$ cat src/rtl/alu_dword_ctl.sv
// rtl/alu_dword_ctl.sv - sequences a 2N-bit ADD/SUB/AND/XOR through an attached N-bit ALU in two halves
module alu_dword_ctl #(
  parameter int N = 32
) (
  input  logic           clk,
  input  logic           rst_n,
  input  logic           req,
  input  logic [1:0]     op,
  input  logic [2*N-1:0] opa,
  input  logic [2*N-1:0] opb,
  output logic           busy,
  output logic           done,
  output logic [2*N-1:0] result,
  output logic           carry,
  output logic           ovf,
  output logic [N-1:0]   alu_a,
  output logic [N-1:0]   alu_b,
  output logic           alu_cin,
  output logic           alu_m,
  output logic [3:0]     alu_s,
  input  logic [N-1:0]   alu_out,
  input  logic           alu_cout,
  input  logic           alu_ovf
);

  localparam logic [1:0] OP_ADD = 2'b00;
  localparam logic [1:0] OP_SUB = 2'b01;
  localparam logic [1:0] OP_AND = 2'b10;

  localparam logic [3:0] S_SUM = 4'd9;   // a+b+cin in arithmetic mode, a^b in logic mode
  localparam logic [3:0] S_AND = 4'd14;

  typedef enum logic [1:0] {
    IDLE = 2'b00,
    LO   = 2'b01,
    HI   = 2'b10,
    DONE = 2'b11
  } state_t;

  state_t         state;
  state_t         nxt;
  logic [1:0]     op_q;
  logic [2*N-1:0] a_q;
  logic [2*N-1:0] b_q;    // already inverted for SUB so the ALU only ever adds
  logic           cin_q;  // carry from the low half into the high half
  logic           arith;

  assign arith = (op_q == OP_ADD) || (op_q == OP_SUB);
  assign busy  = (state != IDLE);
  assign done  = (state == DONE);

  // State register; reset aborts any operation in flight.
  always_ff @(posedge clk) begin
    if (!rst_n) begin
      state <= IDLE;
    end else begin
      state <= nxt;
    end
  end

  // Next state and ALU drive; the ALU sees zeros whenever no half is being computed.
  always_comb begin
    nxt     = state;
    alu_a   = '0;
    alu_b   = '0;
    alu_cin = 1'b0;
    alu_m   = 1'b0;
    alu_s   = 4'd0;
    case (state)
      IDLE: begin
        if (req) nxt = LO;
      end
      LO: begin
        nxt     = HI;
        alu_a   = a_q[N-1:0];
        alu_b   = b_q[N-1:0];
        alu_m   = arith;
        alu_s   = (op_q == OP_AND) ? S_AND : S_SUM;
        alu_cin = (op_q == OP_SUB);
      end
      HI: begin
        nxt     = DONE;
        alu_a   = a_q[2*N-1:N];
        alu_b   = b_q[2*N-1:N];
        alu_m   = arith;
        alu_s   = (op_q == OP_AND) ? S_AND : S_SUM;
        alu_cin = cin_q;
      end
      DONE: begin
        nxt = IDLE;
      end
      default: nxt = IDLE;
    endcase
  end

  // Operand latch on accept, then capture each half of the result as the ALU produces it.
  always_ff @(posedge clk) begin
    if (!rst_n) begin
      op_q   <= OP_ADD;
      a_q    <= '0;
      b_q    <= '0;
      cin_q  <= 1'b0;
      result <= '0;
      carry  <= 1'b0;
      ovf    <= 1'b0;
    end else begin
      case (state)
        IDLE: begin
          if (req) begin
            op_q <= op;
            a_q  <= opa;
            b_q  <= (op == OP_SUB) ? ~opb : opb;
          end
        end
        LO: begin
          result[N-1:0] <= alu_out;
          cin_q         <= arith & alu_cout;
        end
        HI: begin
          result[2*N-1:N] <= alu_out;
          carry           <= arith & alu_cout;
          ovf             <= arith & alu_ovf;
        end
        default: ;
      endcase
    end
  end

endmodule

$ cat config.mk
export PLATFORM = sky130hd
export DESIGN_NAME = alu_dword_ctl
export DESIGN_NICKNAME = d
export VERILOG_FILES = /design/src/rtl/alu_dword_ctl.sv
export SDC_FILE = /design/constraint.sdc
export NUM_CORES = 1
export LEC_CHECK = 0
export CAP_MARGIN = 5
export CORE_MARGIN = 2
export CORE_UTILIZATION = 35
export DETAILED_ROUTE_END_ITERATION = 8
export SETUP_SLACK_MARGIN = 0.05
export SLEW_MARGIN = 20
export SYNTH_ARGS = -nofsm -noshare
export SYNTH_HDL_FRONTEND = slang
export SYNTH_SLANG_ARGS = --single-unit
$ cat constraint.sdc
create_clock -name clk -period 4.23 [get_ports clk]
set_input_delay 0.846 -clock clk [delete_from_list [all_inputs] [get_ports clk]]
set_output_delay 0.846 -clock clk [all_outputs]
set_load 0.02 [all_outputs]
==> impl_metrics.json, run 1 <==
{
  "cts_buffers": 17,
  "clock_skew_ns": 0.01341,
  "overflow": 0,
  "die_x_um": 163.8,
  "hpwl_um": 16890,
  "p_per_area_mw_per_mm2": 547.0,
  "port_buffers": 304,
  "tightest_slew_ns": 0.8694,
  "start_util": 0.3559,
  "cts_hold_buf": 0,
  "synthTopCellsByArea": "dfxtp_1 45%, nor2b_1 9.3%, mux2i_1 7.5%",
  "fmax_mhz": 273.2,
  "via_per_inst": 4.760,
  "core_mm2": 0.02511,
  "drive_gt1_frac": 0.04156,
  "p_seq_frac": 0.364,
  "finalCritPeriodShare": 0.8654,
  "total_power_mw": 6.840,
  "synth_nets": 1141,
  "drt-total-wl_um": 25370,
  "crit_path_end_kind": "output pin",
  "n_antenna_cell": 0,
  "cts_root_buffer": "clkbuf_16",
  "rows": 58,
  "ir_drop_mv": 0.2843,
  "grt_pass1_vias": 7003,
  "yosys_warnings": 0,
  "p_int_mw": 4.311,
  "min_period_ns": 3.661,
  "cts_sinks": 199,
  "grt_max_degree": 129,
  "rsz0062_at_grt": "no",
  "synth.avg_cell_area_um2": 9.231,
  "post_cts.repair.setup_buffers": 0,
  "final_nets": 1388,
  "antenna_found_initial": 0,
  "tritoncts": "done",
  "netlist.area_leader.share": 0.4458,
  "max_slew_margin": 0.4204,
  "cp_max_fo": 31,
  "crit_type": "reg2out",
  "groute.usage.overall": 0.1804,
  "power_leakage_nw": 4.244,
  "drt_pass1_iterations": 4,
  "p_comb_frac": 0.412,
  "syn_area_mm2": 0.008936,
  "maxCapViolCount": 0,
  "cts-resized-gates": 0,
  "yosysUniqueCellTypes": 26,
  "synth_cells": 968,
  "clockBufferDepth": 2,
  "syn_to_final_growth_pct": 39.95,
  "p_sw_frac": 0.3698,
  "drtAntennaViolNets": 0,
  "setup_violations": 0,
  "arrival_ns": 2.81,
  "final_common_cell": "clkdlybuf4s50_1",
  "hold_violations": 0,
  "status": "finished clean",
  "clkPwrFrac": 0.225,
  "io_pins": 305,
  "worstSetupStartpointType": "flip-flop",
  "slew_violations": 0,
  "tns_ns": 0,
  "switchingPower_mw": 2.530,
  "vias": 7412,
  "gp_congestion": 0.7543,
  "die_y_um": 163.8,
  "final_cell_mix": "303 x clkdlybuf4s50_1, 199 x dfxtp_1, 135 x nand2_1",
  "wire_per_inst_um": 16.29,
  "worstPathRequired_ns": 3.38,
  "yosysSeqAreaShare": 0.4458,
  "clock_latency_ns": 0.43,
  "ys_seq_elements": 199,
  "die_area_mm2": 0.02683,
  "grt_pass1_wl_um": 38380,
  "drt_iter0_drc": 505,
  "htree_levels": 4,
  "cts.clk_slew.worst_paths_ns": 0.07,
  "yosys.area.top_type": "dfxtp_1",
  "drcViolationCount": 0,
  "hold_class": "reg2reg"
}
-- layout make-up --
cell class	count	area, µm²
clock buffers	18	429.2
clock inverters	13	112.6
fillers	2485	12600
inverters	4	15.01
multi-input cells	676	4377
flip-flops and latches	199	3984
well taps	330	412.9
repair buffers	317	3176
-- path summary, 6_finish.rpt --
check	end	depth (start not counted)	slack, ns	startpoint
worst max register to register	result[20]$_SDFFE_PN0N_	5	2.01	state[1]$_SDFFE_PN0P_
worst min-delay path	a_q[50]$_SDFFE_PN0P_	2	0.45	a_q[50]$_SDFFE_PN0P_
worst max-delay path	alu_b[12]	5	0.57	state[0]$_SDFFE_PN0P_
worst min register to register	a_q[50]$_SDFFE_PN0P_	2	0.45	a_q[50]$_SDFFE_PN0P_
-- metal layers --
layer	vias to the layer above	wire length, µm	part of all wire	track usage
li1	3748	-	-	-
met1	3435	11540	0.45	0.2370
met2	208	11890	0.47	0.2945
met3	21	1563	0.062	0.04621
met4	0	382	0.015	0.04825
met5	-	0	0	0
-- registers in the layout (all words and copies together), names as in the netlist --
register / cells
a_q: 64
b_q: 64
result: 64
op_q: 2
state: 2
carry: 1
cin_q: 1
ovf: 1
-- cells in the mapped netlist, drive strengths merged --
cell,count
a21oi,64
and3,1
nor2,1
nand2,136
and2,2
dfxtp,199
nand2b,2
o211a,1
clkbuf,31
o21ai,65
a22oi,64
xnor2,64
ha,6
a21boi,68
nand3b,1
buf,58
inv,4
mux2i,67
nor2b,134
-- per-stage QoR --
stage,hold WS (ns),worst slack [ns],area [µm²],util,std cells
after global routing,0.4688,0.3707,12510,0.4981,1557
after floorplan,0.4351,1.783,8936,-,968
after CTS,0.4550,0.4819,12510,0.4981,1557
after global placement,0.4406,1.045,11960,0.4765,1526
final,0.4538,0.5693,12510,0.4981,1557
after detailed placement,0.4451,0.9745,11960,0.4765,1526
-- critical path, stage by stage (launching register included) --
cell and delay, ns:
dfxtp_1 0.42, inv_1 0.13, ha_2 0.67, buf_4 0.34, nor2b_1 0.19, clkdlybuf4s50_1 0.63
-- cells by family after synthesis --
logic type	share of synthesized area
DFF	0.4458
AOI/OAI and AO/OA	0.1843
adders and majority gates	0.008401
buffers and inverters	0.06721
muxes	0.07505
xor gates and xnor gates	0.06273
and+or+nand+nor	0.1565
-- power by group through the flow --
stage	logic (mW)	clock network [mW]	registers, mW
finish	2.81	1.54	2.49
global route	3.06	1.67	2.54
CTS	2.86	1.59	2.49
detailed placement	2.85	0	2.53
global placement	2.83	0	2.52
floorplan	1.79	0	2.64
Power figures use the tool's default switching activity.
==> run 2: changes to the inputs <==
--- a/config.mk
+++ b/config.mk
@@ -10,7 +10,6 @@
 export CORE_UTILIZATION = 35
 export DETAILED_ROUTE_END_ITERATION = 8
 export SETUP_SLACK_MARGIN = 0.05
-export SLEW_MARGIN = 20
 export SYNTH_ARGS = -nofsm -noshare
 export SYNTH_HDL_FRONTEND = slang
 export SYNTH_SLANG_ARGS = --single-unit
==> results of run 2 <==
Same layout as run 1: the final DEF is identical, and so are final timing and power.
